==> src/rtl/video_port_arbiter.sv <==
// Video framebuffer port-1 arbiter: shares the DPRAM write/read port between
// a CPU bus requester and a built-in fill engine using round-robin grants.
module video_port_arbiter #(
   parameter int Bufsz  = 640 * 480 / 32,
   parameter int Awidth = 14
) (
   input  logic              clk,
   input  logic              rst_n,
   input  logic              cpuReq_i,
   input  logic              cpuWe_i,
   input  logic [Awidth-1:0] cpuAddr_i,
   input  logic [31:0]       cpuWdata_i,
   input  logic [3:0]        cpuWsel_i,
   output logic              cpuAck_o,
   output logic [31:0]       cpuRdata_o,
   output logic              cpuRvalid_o,
   input  logic              fillStart_i,
   input  logic [Awidth-1:0] fillAddr_i,
   input  logic [Awidth-1:0] fillCount_i,
   input  logic [31:0]       fillPattern_i,
   output logic              fillBusy_o,
   output logic              fillDone_o,
   output logic [Awidth-1:0] ramAddr_o,
   output logic [31:0]       ramIn_o,
   output logic [3:0]        ramWSel_o,
   input  logic [31:0]       ramOut_i
);

   localparam logic [Awidth-1:0] BufszW    = Awidth'(Bufsz);
   localparam logic [Awidth-1:0] BufszLast = Awidth'(Bufsz - 1);

   typedef enum logic {StIdle, StFill} state_e;

   state_e              state_q;
   logic [Awidth-1:0]   fillAddr_q;
   logic [Awidth-1:0]   fillAddr_d;
   logic [Awidth-1:0]   remaining_q;
   logic [31:0]         pattern_q;
   logic                fillBusy_q;
   logic                fillDone_q;
   logic                lastCpu_q;

   logic [Awidth-1:0]   ramAddr_q;
   logic [31:0]         ramIn_q;
   logic [3:0]          ramWSel_q;
   logic                rdPend_q;
   logic                rdOob_q;
   logic                rvalid_q;
   logic                rvalidOob_q;

   logic                cpuGrant;
   logic                fillGrant;
   logic                cpuOob;
   logic [Awidth-1:0]   fillStartAddr;

   // Round-robin grant decision; the CPU always wins while no fill is running
   always_comb begin
      cpuGrant      = 1'b0;
      fillGrant     = 1'b0;
      cpuOob        = (cpuAddr_i >= BufszW);
      fillAddr_d    = (fillAddr_q == BufszLast) ? '0 : fillAddr_q + 1'b1;
      fillStartAddr = (fillAddr_i >= BufszW) ? fillAddr_i - BufszW : fillAddr_i;
      if (state_q == StIdle) begin
         cpuGrant = cpuReq_i;
      end else if (!cpuReq_i) begin
         fillGrant = 1'b1;
      end else begin
         cpuGrant  = !lastCpu_q;
         fillGrant = lastCpu_q;
      end
   end

   // Fill engine FSM: latches the job, walks the word range and flags completion
   always_ff @(posedge clk or negedge rst_n) begin
      if (!rst_n) begin
         state_q     <= StIdle;
         fillAddr_q  <= '0;
         remaining_q <= '0;
         pattern_q   <= '0;
         fillBusy_q  <= 1'b0;
         fillDone_q  <= 1'b0;
         lastCpu_q   <= 1'b0;
      end else begin
         fillDone_q <= 1'b0;
         if (cpuGrant) begin
            lastCpu_q <= 1'b1;
         end else if (fillGrant) begin
            lastCpu_q <= 1'b0;
         end
         case (state_q)
            StIdle: begin
               if (fillStart_i) begin
                  if (fillCount_i == '0) begin
                     fillDone_q <= 1'b1;
                  end else begin
                     state_q     <= StFill;
                     fillBusy_q  <= 1'b1;
                     fillAddr_q  <= fillStartAddr;
                     remaining_q <= fillCount_i;
                     pattern_q   <= fillPattern_i;
                  end
               end
            end
            StFill: begin
               if (fillGrant) begin
                  fillAddr_q  <= fillAddr_d;
                  remaining_q <= remaining_q - 1'b1;
                  if (remaining_q == Awidth'(1)) begin
                     state_q    <= StIdle;
                     fillBusy_q <= 1'b0;
                     fillDone_q <= 1'b1;
                  end
               end
            end
            default: state_q <= StIdle;
         endcase
      end
   end

   // Registered DPRAM port drive plus the two-stage CPU read-return pipeline
   always_ff @(posedge clk or negedge rst_n) begin
      if (!rst_n) begin
         ramAddr_q   <= '0;
         ramIn_q     <= '0;
         ramWSel_q   <= '0;
         rdPend_q    <= 1'b0;
         rdOob_q     <= 1'b0;
         rvalid_q    <= 1'b0;
         rvalidOob_q <= 1'b0;
      end else begin
         ramWSel_q   <= '0;
         rdPend_q    <= cpuGrant && !cpuWe_i;
         rdOob_q     <= cpuOob;
         rvalid_q    <= rdPend_q;
         rvalidOob_q <= rdOob_q;
         if (cpuGrant) begin
            ramAddr_q <= cpuAddr_i;
            if (cpuWe_i) begin
               ramIn_q   <= cpuWdata_i;
               ramWSel_q <= cpuOob ? 4'b0000 : cpuWsel_i;
            end
         end else if (fillGrant) begin
            ramAddr_q <= fillAddr_q;
            ramIn_q   <= pattern_q;
            ramWSel_q <= 4'b1111;
         end
      end
   end

   assign cpuAck_o    = cpuGrant;
   assign cpuRvalid_o = rvalid_q;
   assign cpuRdata_o  = (rvalid_q && !rvalidOob_q) ? ramOut_i : 32'h0;
   assign fillBusy_o  = fillBusy_q;
   assign fillDone_o  = fillDone_q;
   assign ramAddr_o   = ramAddr_q;
   assign ramIn_o     = ramIn_q;
   assign ramWSel_o   = ramWSel_q;

endmodule

==> config.mk <==
export PLATFORM = sky130hd
export DESIGN_NAME = video_port_arbiter
export DESIGN_NICKNAME = d
export VERILOG_FILES = /design/src/rtl/video_port_arbiter.sv
export SDC_FILE = /design/constraint.sdc
export NUM_CORES = 1
export LEC_CHECK = 0
export CORE_MARGIN = 3
export CORE_UTILIZATION = 49
export CTS_BUF_LIST = sky130_fd_sc_hd__clkbuf_4 sky130_fd_sc_hd__clkbuf_8
export CTS_CLUSTER_SIZE = 30
export DETAILED_ROUTE_END_ITERATION = 12
export PLACE_DENSITY = 0.95
export SETUP_SLACK_MARGIN = 0.5
export SLEW_MARGIN = 20
export SYNTH_ARGS = -nofsm -noshare
export SYNTH_HDL_FRONTEND = slang
export SYNTH_SLANG_ARGS = --single-unit
==> constraint.sdc <==
create_clock -name clk -period 5.9 [get_ports clk]
set_clock_uncertainty 0.05 [all_clocks]
set_input_delay 1.18 -clock clk [delete_from_list [all_inputs] [get_ports clk]]
set_output_delay 1.18 -clock clk [all_outputs]
set_load 0.02 [all_outputs]
==> summary.txt <==
Die Span Y: 116 um
max-slew violation count: 0
antenna-violating nets left: 0
switch share: 37.2%
setup_tns: 0 ns
total number of vias: 5628
critical path's slowest cell: clkdlybuf4s50_1
drt drc: 0
CP arrival: 2.84 ns
Slew @ Worst Pin: 0.936 ns
clk_lat worst skew: 0.43 ns
first-pass GRT wire length: 29000 um
CTS tree: built
Hold Slack: 0.301 ns
Reg2Reg Capture Point: fillAddr_q[9]$_DFFE_PN0P_
post-synthesis sequential area ratio: 49.6%
Netlist cell types: 52
Num CTS Buffers: 17
Worst setup SP type: input pin
status: completed
post-synth net total: 741
Syn-to-layout area delta: 47.8%
post-synthesis cell area: 5960 um2
slew margin rel.: 37.6%
leading post-synthesis cells by cell area: dfrtp_1 (50%), mux2i_1 (7.9%), mux2_2 (6.8%)
Post-CTS Resized: 0
CP cell instances: clkdlybuf4s50_1, buf_4, a21boi_4, clkdlybuf4s50_1
cts hold-fix bufs: 0
Core Box Area: 11700 um2
Overflow after GRT: 0
Int Pwr: 2.44 mW
CP Max Fanout: 17
Clock Path Buffers: 2
most frequent cell after synthesis: dfrtp_1
EDFF count, synth: 0
FF-to-FF Start: state_q$_DFF_PN0_
initial antenna violation count: 0
Clock power frac: 19.4%
WL final: 18900 um
Synth area leader: dfrtp_1
Reg power frac: 37.6%
global placement routability congestion: 0.932
Post-synth ARST share: 100%
combinational power share: 43.0%
MaxCap Viol Count: 0
CTS Root Buffer Type: clkbuf_8
DR iter-0 viols: 444
port bufs: 232
share of post-route cells with drive strength above 1: 11.8%
Sinks on Clock Net: 118
pwr dens: 441 nW/um2
crit path capture type: primary output
final hold vios: 0
Worst Path Class, Setup: input pin to primary output
Synth top area share: 49.6%
final core utilization: 75.5%
slowest cell delay on critical path: 0.65 ns
worst min path class: register to register
Tot GR Track Use: 28.1%
syn avg cell area: 10.1 um2
CP top delay family: buffers and inverters
Max Freq: 246 MHz
fill count: 770
CTS HTree Levels: 4
Worst Path Required: 4.67 ns
R2R cell count: 6
Reg clk slew, reported paths: 0.06 ns
HPWL after DPL: 14100 um
Net Switching: 1.44 mW
RSZ-0062 raised after global routing: false
most common library cells after synthesis: dfrtp_1 (118), nand2_1 (70), o21ai_0 (60)
num ports: 233
vias in the first global route: 5760
largest net degree at the start of global routing: 74
reg-to-reg setup timing slack: 3.07 ns
Die Area: 13500 um2
Yosys warnings: 0
Crit. path cell count: 4
#FFs+latches synth: 118
Critical Path Most Common Cell: clkdlybuf4s50_1
Hold Crit Depth: 0
Final min period: 4.07 ns
nets: 962
Core Rows: 39
Pre-Repair DR Iteration Count: 5
Setup Viol. Count Final: 0
Post-CTS Setup Inserts: 0
Pleak: 3.71 nW
period utilization: 68.9%
cells after synthesis: 590
peak supply drop: 0.000313 V
CP bufs+invs: 3
initial core utilization: 51.1%
Hold EP: rvalidOob_q$_DFF_PN0_
Most used DFF post-synth: dfrtp_1
Vias/cell: 5.82
hold_sp: rdOob_q$_DFF_PN0_
Die Wd: 116 um
DR WL/cell: 19.6 um
## worst reg2reg max path: stages (launching register included)
cell and delay, ns:
dfrtp_1 0.32, buf_4 0.36, inv_2 0.32, a21oi_1 0.36, a21o_1 0.66, nor2_1 0.10, or4_1 0.52
## layer usage
| metal | vias up | global-route usage (%) | part of all wire, % |
|---|---|---|---|
| met2 | 337 | 49.1 | 52 |
| met5 | - | 0 | 0 |
| met3 | 65 | 8.70 | 9.9 |
| met4 | 0 | 14.2 | 3.9 |
| li1 | 2559 | - | - |
| met1 | 2667 | 30.7 | 34 |
## through the flow
| stage | cell area (um2) | setup slack, ns | std cells | power (mW) |
|---|---|---|---|---|
| 6_report | 8810 | 1.83 | 967 | 3.88 |
| 5_1_grt | 8800 | 1.77 | 965 | 4.11 |
| 2_1_floorplan | 5960 | 2.31 | 590 | 2.37 |
| 4_1_cts | 8790 | 1.83 | 965 | 3.88 |
| 3_3_place_gp | 8390 | 1.87 | 935 | 3.00 |
| 3_5_place_dp | 8390 | 1.83 | 935 | 3.12 |
## area by class of cell
class / count / area (um2) / share of cell area (%)
inverters: 11 / 41.3 / 0.469
diodes: 2 / 5.00 / 0.0568
well taps: 143 / 179 / 2.03
clock buffers: 27 / 340 / 3.86
flip-flops and latches: 118 / 2950 / 33.5
clock inverters: 3 / 65.1 / 0.739
repair buffers: 239 / 2370 / 26.9
multi-input cells: 424 / 2850 / 32.4
## logic make-up (layout without fill, tap and decap cells)
logic type               Yosys count  in the layout  share of synthesized area (%)
buffers and inverters             48            280                           3.11
multiplexers                      83             83                           14.7
AND/OR/NAND/NOR                  192            192                           16.1
other                              0              2                              0
AO/OA/AOI/OAI                    145            145                           15.7
flip-flops                       118            118                           49.6
adder cells (fa/ha/maj)            4              4                          0.840
## cells in the final DEF, fill, tap and decap left out, types with 4 or more instances in the layout
master	instances
dfrtp_1	118
o21ai_0	60
a21oi_1	25
mux2_2	36
clkbuf_8	22
o211ai_1	4
nor4_1	6
nand4_1	5
and3_1	6
nor3_1	6
o221a_2	12
clkdlybuf4s50_1	231
nand2b_1	5
mux2i_1	47
nand2_1	69
buf_4	8
and2_1	32
nand3_1	15
inv_1	9
clkbuf_4	5
a21o_1	8
or4_1	4
nor2_1	28
ha_1	4
o22ai_1	11
## worst max path at each step
stage                     slack, ns     start       end
after floorplan                2.31  cpuReq_i  cpuAck_o
after global routing           1.77  cpuReq_i  cpuAck_o
after detailed placement       1.83  cpuReq_i  cpuAck_o
after global placement         1.87  cpuReq_i  cpuAck_o
after CTS                      1.83  cpuReq_i  cpuAck_o
final                          1.83  cpuReq_i  cpuAck_o
## registers in the layout, summed over array words and instances (netlist names)
register and flops:
rdOob_q 1, ramAddr_o 14, fillBusy_o 1, remaining_q 14, rdPend_q 1, rvalidOob_q 1
ramIn_o 32, cpuRvalid_o 1, fillDone_o 1, fillAddr_q 14, ramWSel_o 4, state_q 1
lastCpu_q 1, pattern_q 32
## power by group through the flow
stage | Combinational, mW | Sequential [mW] | Clock, mW
floorplan | 0.776 | 1.59 | 0
global placement | 1.58 | 1.42 | 0
detailed placement | 1.66 | 1.46 | 0
CTS | 1.67 | 1.45 | 0.761
global route | 1.81 | 1.51 | 0.796
finish | 1.67 | 1.46 | 0.753
Power figures use the tool's default switching activity.
